[src/rtl/div_share_ctrl.sv]
// div_share_ctrl
//   Round-robin arbiter and sequencer that shares one 4-cycle divider among
//   NUM_REQ requesters. It accepts one (a, b, tag) request at a time and runs
//   the divider for exactly one 4-cycle operation. The quotient is returned
//   with the requester id and tag. A zero divisor skips the divider and
//   returns a saturated quotient with the dz flag set.
//
// Ports
//   i_clk, i_rst_n        clock, synchronous active-low reset
//   i_req_valid/o_req_ready  per-requester handshake (ready one-hot or zero)
//   i_req_a/b/tag         packed per-requester operands (slice k = requester k)
//   o_rsp_*/i_rsp_ready   response channel (id, tag, result, dz)
//   o_div_a/b/en/clr      divider drive; o_div_clr is the divider's reset
//   i_div_fin/result      divider finish flag and quotient
//   o_err                 sticky protocol error (fin outside DONE, or missing in DONE)
module div_share_ctrl #(
  parameter int NUM_REQ = 4,
  parameter int TAG_W   = 4,
  parameter int ID_W    = $clog2(NUM_REQ)
) (
  input  logic                     i_clk,
  input  logic                     i_rst_n,
  input  logic [NUM_REQ-1:0]       i_req_valid,
  output logic [NUM_REQ-1:0]       o_req_ready,
  input  logic [16*NUM_REQ-1:0]    i_req_a,
  input  logic [16*NUM_REQ-1:0]    i_req_b,
  input  logic [TAG_W*NUM_REQ-1:0] i_req_tag,
  output logic                     o_rsp_valid,
  input  logic                     i_rsp_ready,
  output logic [ID_W-1:0]          o_rsp_id,
  output logic [TAG_W-1:0]         o_rsp_tag,
  output logic [15:0]              o_rsp_result,
  output logic                     o_rsp_dz,
  output logic [15:0]              o_div_a,
  output logic [15:0]              o_div_b,
  output logic                     o_div_en,
  output logic                     o_div_clr,
  input  logic                     i_div_fin,
  input  logic [15:0]              i_div_result,
  output logic                     o_err
);

  typedef enum logic [2:0] {IDLE, ISSUE, BUSY1, BUSY2, DONE, RESP} state_t;

  state_t r_state, w_next;

  logic [ID_W-1:0]  r_rr_ptr;
  logic [ID_W-1:0]  r_id;
  logic [TAG_W-1:0] r_tag;
  logic [15:0]      r_div_a, r_div_b, r_result;
  logic             r_dz, r_err, r_div_clr;

  logic [15:0]      w_a   [NUM_REQ];
  logic [15:0]      w_b   [NUM_REQ];
  logic [TAG_W-1:0] w_tag [NUM_REQ];

  logic [ID_W-1:0]  w_idx, w_win;
  logic             w_found, w_accept, w_b_zero;
  logic [15:0]      w_sel_a, w_sat;

  genvar g;
  for (g = 0; g < NUM_REQ; g++) begin : g_unpack
    assign w_a[g]   = i_req_a[16*g +: 16];
    assign w_b[g]   = i_req_b[16*g +: 16];
    assign w_tag[g] = i_req_tag[TAG_W*g +: TAG_W];
  end

  // Search starts one past the last winner so every requester gets a turn.
  always_comb begin
    w_found = 1'b0;
    w_win   = '0;
    w_idx   = '0;
    for (int unsigned i = 1; i <= NUM_REQ; i++) begin
      w_idx = ID_W'((32'(r_rr_ptr) + i) % NUM_REQ);
      if (!w_found && i_req_valid[w_idx]) begin
        w_found = 1'b1;
        w_win   = w_idx;
      end
    end
  end

  // While the divider clear is still high, no grant is given.
  assign w_accept = (r_state == IDLE) && !r_div_clr && w_found;
  assign w_b_zero = (w_b[w_win] == '0);
  assign w_sel_a  = w_a[w_win];
  assign w_sat    = w_sel_a[15]      ? 16'h8000 :
                    (w_sel_a == '0)  ? 16'h0000 : 16'h7FFF;

  always_ff @(posedge i_clk) begin
    if (!i_rst_n) r_state <= IDLE;
    else          r_state <= w_next;
  end

  always_comb begin
    w_next = r_state;
    unique case (r_state)
      IDLE:    if (w_accept) w_next = w_b_zero ? RESP : ISSUE;
      ISSUE:   w_next = BUSY1;
      BUSY1:   w_next = BUSY2;
      BUSY2:   w_next = DONE;
      DONE:    w_next = RESP;
      RESP:    if (i_rsp_ready) w_next = IDLE;
      default: w_next = IDLE;
    endcase
  end

  always_comb begin
    o_req_ready = '0;
    if (w_accept) o_req_ready[w_win] = 1'b1;
    o_div_en    = (r_state == ISSUE) || (r_state == BUSY1) ||
                  (r_state == BUSY2) || (r_state == DONE);
    o_rsp_valid = (r_state == RESP);
  end

  // Follows reset with one cycle of lag, so the divider is cleared for the
  // reset cycles plus one, including a reset in mid-operation.
  always_ff @(posedge i_clk) begin
    r_div_clr <= ~i_rst_n;
  end

  always_ff @(posedge i_clk) begin
    if (!i_rst_n) begin
      r_rr_ptr <= ID_W'(NUM_REQ - 1);
      r_id     <= '0;
      r_tag    <= '0;
      r_div_a  <= '0;
      r_div_b  <= '0;
      r_result <= '0;
      r_dz     <= 1'b0;
      r_err    <= 1'b0;
    end else begin
      if (w_accept) begin
        r_rr_ptr <= w_win;
        r_id     <= w_win;
        r_tag    <= w_tag[w_win];
        r_div_a  <= w_a[w_win];
        r_div_b  <= w_b[w_win];
        r_dz     <= w_b_zero;
        if (w_b_zero) r_result <= w_sat;
      end
      if (r_state == DONE) begin
        r_result <= i_div_result;
        if (!i_div_fin) r_err <= 1'b1;
      end else if (i_div_fin) begin
        r_err <= 1'b1;
      end
    end
  end

  assign o_rsp_id     = r_id;
  assign o_rsp_tag    = r_tag;
  assign o_rsp_result = r_result;
  assign o_rsp_dz     = r_dz;
  assign o_div_a      = r_div_a;
  assign o_div_b      = r_div_b;
  assign o_div_clr    = r_div_clr;
  assign o_err        = r_err;

endmodule
[config.mk]
export PLATFORM = sky130hd
export DESIGN_NAME = div_share_ctrl
export DESIGN_NICKNAME = d
export VERILOG_FILES = /design/src/rtl/div_share_ctrl.sv
export SDC_FILE = /design/constraint.sdc
export NUM_CORES = 1
export LEC_CHECK = 0
export CORE_MARGIN = 5
export CORE_UTILIZATION = 58
export CTS_CLUSTER_DIAMETER = 80
export DETAILED_ROUTE_END_ITERATION = 16
export DONT_BUFFER_PORTS = 1
export GPL_TIMING_DRIVEN = 0
export PLACE_DENSITY = 0.73
export SLEW_MARGIN = 10
export SYNTH_ARGS = -nofsm -noshare
export SYNTH_HDL_FRONTEND = slang
export SYNTH_SLANG_ARGS = --single-unit
[constraint.sdc]
create_clock -name i_clk -period 3.41 [get_ports i_clk]
set_input_delay 0.1705 -clock i_clk [delete_from_list [all_inputs] [get_ports i_clk]]
set_output_delay 0.1705 -clock i_clk [all_outputs]
set_load 0.01 [all_outputs]
======== Yosys cells after proc, flatten, opt, wreduce, memory -nomap -nowiden ========
Cells that the tools add are included.
W data, S select, Z words.
operators by class
  multiplexer cells ....................... 40
  equality and inequality tests ........... 8
  reductions and logical operators ........ 22
  bitwise logic cells ..................... 2
  $lt $le $gt $ge ......................... 7
  $add $sub $neg .......................... 4
operators with widths
  operator               number
  $mux W16               8
  $bmux W16 S2           2
  $logic_not A16 Y1      2
  $pmux W3 S6            1
  $lt A2 B3 Y1 const B   5
  $mux W15               1
  $mux W1                12
  $mux W4                3
  $mux W3                3
  $bmux W1 S2            4
  $bmux W4 S2            1
  $mux W2                4
  $eq A3 B2 Y1 const B   2
  $eq A3 B3 Y1 const B   2
  $logic_and A1 B1 Y1    6
  $reduce_and A2 Y1      3
  $reduce_bool A2 Y1     3
  $add A2 B1 Y2 const B  2
  $add A2 B2 Y2 const B  2
  $logic_not A1 Y1       4
  $ne A2 B2 Y1 const B   2
  $eq A3 B1 Y1 const B   1
  $ge A3 B3 Y1 const B   1
  $logic_not A3 Y1       1
  other kinds (6)        8
storage, ports and cells
  input port bits ......................... 168
  register bits after elaboration ......... 62
  logic and storage cells ................. 93
  output and inout bits ................... 63

======== Depth between registers and ports, before layout ========
Gate-level depths: netlist of run 1.
  depth after elaboration ................. 23
  gate-level depth with buffers ........... 16
  gate-level depth less buffers ........... 9

======== Worst setup path after synthesis of run 1 ========
Ideal clock, no wire load.
  kind .................................... reg2reg
  start point ............................. reg r_rr_ptr[1]
  end point ............................... reg r_result[10] (netlist: o_rsp_result[10])
  stages on the path, launching flop included .. 14
  clock period less this slack ............ 3208 ps
  data arrival time ....................... 3085 ps
  path slack .............................. 202 ps
  library setup time ...................... 123 ps
  path through ............................ dfxtp_1 buf_6 and3b_1 o32a_1 buf_6 a31o_1 o22ai_2 nand4_1 or4_1 or4_1 buf_4 o21ai_4 buf_6 a211oi_2
on the way
  cells in the longest elaborated chain, start to end .. 23
  elaborated cells on any way between the ends .. 44
RTL lines
  item                                          line  text
  start, declared                               47    logic [ID_W-1:0] r_rr_ptr;
  start signal, assigned                        123   r_rr_ptr <= ID_W'(NUM_REQ - 1);
  start signal, assigned                        133   r_rr_ptr <= w_win;
  $add A2 B1 Y2                                 74    w_idx = ID_W'((32'(r_rr_ptr) + i) % NUM_REQ);
  $bmux W1 S2                                   75    if (!w_found && i_req_valid[w_idx]) begin
  $mux W1 (implied by the code)                 75
  $mux W1                                       75
  $logic_not A1 Y1                              75
  $logic_and A1 B1 Y1                           75
  $mux W1                                       75
  $logic_not A1 Y1                              75
  (+6 left out)                                 n/a
  $bmux W16 S2                                  85    assign w_sel_a = w_a[w_win];
  $mux W16 (implied by the code) (2 in series)  85
  $logic_not A16 Y1                             87    (w_sel_a == '0) ? 16'h0000 : 16'h7FFF;
  $mux W15                                      87
  $mux W16                                      86    assign w_sat = w_sel_a[15] ? 16'h8000 :
  $mux W16                                      139   if (w_b_zero) r_result <= w_sat;
  $mux W16                                      132   if (w_accept) begin
  $mux W16                                      141   if (r_state == DONE) begin
  end signal, assigned                          139
  end signal, assigned                          142   r_result <= i_div_result;
  end, declared                                 50    logic [15:0] r_div_a, r_div_b, r_result;
Several ways; a longest one is shown, not always the timed one. The select of a mux whose other input is x is not followed.
A chain may end at the register's enable or synchronous reset.

======== Final worst setup path of run 1 ========
  start point ............................. reg r_rr_ptr[1]
  end point ............................... reg r_result[13] (netlist: o_rsp_result[13])
The elaborated chain is that of the path after synthesis.

==> results of run 1 <==
-- state kept, by name, indices dropped and copies added, names as in the netlist --
| signal | cells |
|---|---|
| o_div_a | 16 |
| o_div_b | 16 |
| o_div_clr | 1 |
| o_err | 1 |
| o_rsp_dz | 1 |
| o_rsp_id | 2 |
| o_rsp_result | 16 |
| o_rsp_tag | 4 |
| r_rr_ptr | 2 |
| r_state | 3 |
-- final timing paths --
kind,endpoint,depth (start not counted),start,slack [ps]
setup / recovery,o_rsp_result[13],12,r_rr_ptr[1],20
hold / removal,o_rsp_result[0],2,i_div_result[0],10
hold reg to reg,o_rsp_tag[1],2,o_rsp_tag[1],510
setup reg to reg,o_rsp_result[13],12,r_rr_ptr[1],20
-- cell type report --
type,count,share of cell area
clock buffer,12,0.0324
inverter,3,0.00251
timing repair buffer,19,0.0393
multi-input combinational,418,0.548
buffer,46,0.0622
clock inverter,4,0.0156
tap,77,0.0215
sequential,62,0.278
-- worst register-to-register path: cells and delay by family, from the launching register on --
family | cells | cell delay (ps)
flops | 1 | 390
compound gates | 5 | 980
buf+inv | 3 | 420
simple gates | 4 | 1490
-- per-layer routing --
metal / share of wire / up-vias / GRT usage
met4: 0.035 / 0 / 0.127
met5: 0 / - / 0
met3: 0.10 / 32 / 0.103
li1: - / 1932 / -
met2: 0.48 / 237 / 0.496
met1: 0.38 / 1912 / 0.352
-- Yosys cell counts, drive strengths merged (6+ instances only) --
master and n:
a31o 7, a21oi 68, and3 6, nand3 17, o21ai 15, a32oi 15, a311oi 6, nor2 69
dfxtp 62, a211oi 19, a21boi 6, clkbuf 26, nand2 132, buf 23, a31oi 9
-- metrics by stage --
stage	total power [mW]	cell area, um^2	hold slack [ps]
6_report	3.06	4480	14.0
2_1_floorplan	1.85	3740	288
3_3_place_gp	2.11	3840	295
3_5_place_dp	2.15	3850	292
5_1_grt	3.24	4480	27.3
4_1_cts	2.93	4280	3.13
-- layout by cell type (no fill, tap or decap), types with 4 or more instances in the layout --
cell type / count
o21ai_0: 13
dfxtp_1: 60
nand3_1: 16
nor2_1: 68
a32oi_1: 9
a21oi_1: 67
a32oi_2: 6
a211oi_2: 10
nor3_1: 4
clkbuf_2: 8
buf_4: 14
a31o_1: 5
a21boi_0: 5
a311oi_2: 4
o21a_1: 4
clkbuf_8: 10
buf_2: 6
and3_1: 6
buf_6: 13
nand2_1: 131
a211oi_1: 8
a31oi_1: 8
clkbuf_1: 19
-- logic make-up (layout without fill, tap and decap cells) --
logic type                Yosys count  after routing
and+or+nand+nor                   250            250
AOI/OAI and AO/OA                 163            163
DFF                                62             62
buffers and inverters              52             84
xor gates and xnor gates            3              3
muxes                               2              2
-- power groups by stage --
stage / Combinational, mW / Clock, mW / Sequential, mW
after detailed placement: 1.12 / 0 / 1.03
after global routing: 1.46 / 0.746 / 1.03
final: 1.33 / 0.706 / 1.03
after CTS: 1.21 / 0.713 / 1.01
after floorplan: 0.872 / 0 / 0.981
after global placement: 1.09 / 0 / 1.03
-- timing repair --
item,CTS,global route
gates cloned,1,0
pin swaps,5,12
setup buffers,6,9
endpoints found under the setup margin,18,17
hold buffers,2,0
hold endpoints to repair,6,0
gates resized for setup,29,50
==> out/results.ini, run 1 <==
[critical_path]
cp.required_ps = 3640
cp_max_fo = 8
arrival_ps = 3610
max_stage_delay_ps = 540
crit_buf_inv = 3
worstSetupEndpointType = flop
worst_path_max_delay_cell = or4_4
crit_chain = and3b_2 -> o32a_1 -> buf_6 -> a31o_1 -> o22ai_2 -> nand4_1 -> or4_4 -> or4_4 -> o21ai_4 -> buf_6 -> buf_16 -> a211oi_2
cpLargestDelayFamily = simple AND/OR/NAND/NOR gates
cp-start-kind = flop
crit_type = reg -> reg

[placed_design]
portBuffers = 0
dp.cells = 610
pre_cts_ws_ps = -323
dp_hpwl_mm = 10.1
gp_congestion = 0.927

[detailed_routing]
vias_per_cell = 6.42
vias = 4113
ant_nets = 0
firstDrtPassIters = 5
first_iter_violations = 229
wl_per_cell_um = 20.6
route.detailed.drc = 0
drt_wl_total_mm = 13.2

[grt]
grt_first_pass_wirelength_mm = 20.0
antenna_found_initial = 0
grt-ovfl-total = 0
grt_pass1_vias = 3881
grt_max_degree = 11
grt_usage = 0.300

[logic_synthesis]
ys.flop_type = dfxtp_1
yosys_warnings = 0
synth_top_area_share = 0.332
synthesis.nets = 700
ys_seq_area_frac = 0.332
synth_top_family_by_area = compound AO/OA/AOI/OAI gates
synth-simple-area-share = 0.283
syn_area_mm2 = 0.00374
ys_top_cells_by_area = dfxtp_1 (33%), nand2_1 (13%), a21oi_1 (9.1%), nor2_1 (6.9%), a32oi_1 (3.5%)
synth_xor_area_frac = 0.00702
synth_fa_ha_area_frac = 0
synth-compound-area-share = 0.306
synthArstFlopShare = 0
synth_edf_count = 0
synth_top_area_cell = dfxtp_1
yosysUniqueCellTypes = 50
ys_seq_elements = 62
syn_inst = 532
synth_area_per_cell_um2 = 7.03
synthMuxAreaShare = 0.00535

[sta]
fin_tns_setup_ps = 0
max_freq_mhz = 295
finalClockSkew_ps = 6.63
hold_viol_final = 0
rsz0062_at_grt = true
setup_violations = 0
slew_headroom = 0.314
period_needed_ps = 3390
tightest_slew_ps = 1020
drv_slew = 0
fin_crit_sh = 0.993
finalWorstSetupSlack_ps = 23.3

[worst_hold_path]
hold_class = in -> reg

[power_and_ir_drop]
p_sw_mw = 1.26
seq_power_share = 0.336
p_leak_nw = 1.67
ir_drop_mv = 0.572
p_int_mw = 1.80
swShare = 0.411
power.density_mw_per_mm2 = 682
clockPowerShare = 0.231
pwr-share-comb = 0.434

[floorplanning]
die_h_um = 90.3
core-area_mm2 = 0.00631
die-area_mm2 = 0.00816
rows = 29
die_w_um = 90.3
ios = 231
start_util = 0.593

[final_layout]
fin_nets = 727
n_fill_cell = 525
multi_input_area_mm2 = 0.00246
syn_to_final_growth_pct = 19.8
fin_cells = 641
drive_above_1_share = 0.188
regArea_mm2 = 0.00125
diodes = 0
utilization = 0.710

[clock_network]
clk_path_buf_depth = 2
clkLatencyLatePin_ps = 340
path_clk_slew_ps = 70
cts_tree = done
cts_buffers = 9
cts_root_buf = clkbuf_8
cts_max_level = 3
clock-sinks = 62

[status]
status = finished clean

[job]
max-cap-violations = 0

No activity file was read; power rests on OpenSTA's default activity.
==> inputs of run 2 (changes only) <==
- PLACE_DENSITY: 0.73 -> 0.83
==> out/results.ini, run 2 (synthesized netlist as in run 1, its figures left out) <==
[status]
status = complete, but fails checks
violations = setup timing

[critical_path]
cpLargestDelayFamily = simple AND/OR/NAND/NOR gates
cp-start-kind = flop
arrival_ps = 3650
cp_max_fo = 8
crit_type = reg -> reg
worstSetupEndpointType = flop
max_stage_delay_ps = 580
cp.required_ps = 3640
crit_buf_inv = 3
worst_path_max_delay_cell = or4_4
crit_chain = and3b_2 -> o32a_1 -> buf_6 -> a31o_1 -> o22ai_2 -> nand4_1 -> or4_4 -> or4_4 -> o21ai_4 -> buf_6 -> buf_16 -> a211oi_2

[final_layout]
n_fill_cell = 520
utilization = 0.701
diodes = 0
fin_nets = 724
drive_above_1_share = 0.180
mostFrequentLayoutCells = nand2_1 (131), nor2_1 (68), a21oi_1 (67)
mostFrequentLayoutCell = nand2_1
syn_to_final_growth_pct = 18.2

[grt]
antenna_found_initial = 0
grt_max_degree = 11
grt_pass1_vias = 3856
grt-ovfl-total = 0
grt_first_pass_wirelength_mm = 19.8
grt_usage = 0.298

[sta]
drv_slew = 0
rsz0062_at_grt = true
hold_viol_final = 0
finalClockSkew_ps = 6.67
setup_violations = 8
tightest_slew_ps = 1120
finalWorstSetupSlack_ps = -14.8
fin_tns_setup_ps = -76.9
period_needed_ps = 3420
fin_crit_sh = 1.00
max_freq_mhz = 292
slew_headroom = 0.246

[placed_design]
gp_congestion = 0.928
pre_cts_ws_ps = -299
dp_hpwl_mm = 10.1
portBuffers = 0

[floorplanning]
die_w_um = 90.3
start_util = 0.593
die-area_mm2 = 0.00816
core-area_mm2 = 0.00631
ios = 231
die_h_um = 90.3
rows = 29

[detailed_routing]
vias_per_cell = 6.66
ant_nets = 0
wl_per_cell_um = 20.9
route.detailed.drc = 0
vias = 4243
first_iter_violations = 255
drt_wl_total_mm = 13.3
firstDrtPassIters = 6

[job]
max-cap-violations = 0

[clock_network]
path_clk_slew_ps = 70
clk_path_buf_depth = 2
cts_max_level = 3
clock-sinks = 62
clkLatencyLatePin_ps = 330
cts_root_buf = clkbuf_8
cts_tree = done
cts_buffers = 9

[power_and_ir_drop]
p_sw_mw = 1.23
seq_power_share = 0.356
swShare = 0.429
pwr-share-comb = 0.448
clockPowerShare = 0.195
p_leak_nw = 1.64
p_int_mw = 1.64
ir_drop_mv = 0.444
power.density_mw_per_mm2 = 650

[worst_hold_path]
hold_class = in -> reg

## run 2: cell types whose count changed in the layout (fill, tap and decap cells not counted), moves of 2 or more
cell       previous run  this run
buf_4                14        11
a211oi_1              8         3
bufinv_16             2         0
a211oi_2             10        15
clkbuf_1             19        21
buf_6                13        10
## run 2: routing by layer
metal	track usage	wire, um	vias to the layer above
met4	0.154	710	0
met5	0	0	-
li1	-	-	1928
met2	0.491	6240	276
met1	0.342	4970	1978
met3	0.0967	1380	61
## run 2: power groups by stage
stage / Clock [mW] / Sequential [mW] / Combinational, mW
floorplan: 0 / 0.981 / 0.872
global placement: 0 / 1.03 / 1.08
detailed placement: 0 / 1.03 / 1.12
CTS: 0.565 / 1.01 / 1.20
global route: 0.604 / 1.03 / 1.41
finish: 0.561 / 1.02 / 1.29
## run 2: worst reg2reg max path, stage by stage (launching register included)
cell and delay (ps):
dfxtp_4 370, and3b_2 220, o32a_1 390, buf_6 160, a31o_1 190, o22ai_2 190
nand4_1 160, or4_4 550, or4_4 580, o21ai_4 210, buf_6 140, buf_16 110
a211oi_2 40
## run 2: repair_timing
| item | CTS | global route |
|---|---|---|
| hold endpoints to repair | 5 | 0 |
| cloned | 1 | 1 |
| endpoints found under the setup margin | 18 | 17 |
| hold buffers | 1 | 0 |
| setup buffers | 5 | 7 |
| pin swaps | 5 | 14 |
| resized for setup | 28 | 44 |
## run 2: worst paths after layout
check	startpoint	endpoint	slack (ps)	cells past startpoint
worst max-delay path	r_rr_ptr[1]	o_rsp_result[10]	-10	12
worst max register to register	r_rr_ptr[1]	o_rsp_result[10]	-10	12
worst min register to register	o_rsp_id[1]	o_rsp_id[1]	510	2
worst min-delay path	i_div_result[5]	o_rsp_result[5]	20	2
## run 2: layout make-up
class	count	area, um^2	area share
Buffer	46	264	0.0597
Clock buffer	14	163	0.0368
Clock inverter	1	5.00	0.00113
Inverter	3	11.3	0.00255
Multi-Input combinational cell	418	2460	0.556
Sequential cell	62	1250	0.282
Tap cell	77	96.3	0.0218
Timing Repair Buffer	16	176	0.0399
## run 2: through the flow
| stage | instances | hold slack, ps | cell area, um^2 | power (mW) |
|---|---|---|---|---|
| 3_3_place_gp | 609 | 295 | 3840 | 2.11 |
| 5_1_grt | 637 | 26.0 | 4420 | 3.05 |
| 4_1_cts | 631 | 8.43 | 4210 | 2.78 |
| 3_5_place_dp | 610 | 295 | 3850 | 2.15 |
| 6_report | 637 | 22.6 | 4420 | 2.87 |
| 2_1_floorplan | 532 | 288 | 3740 | 1.85 |
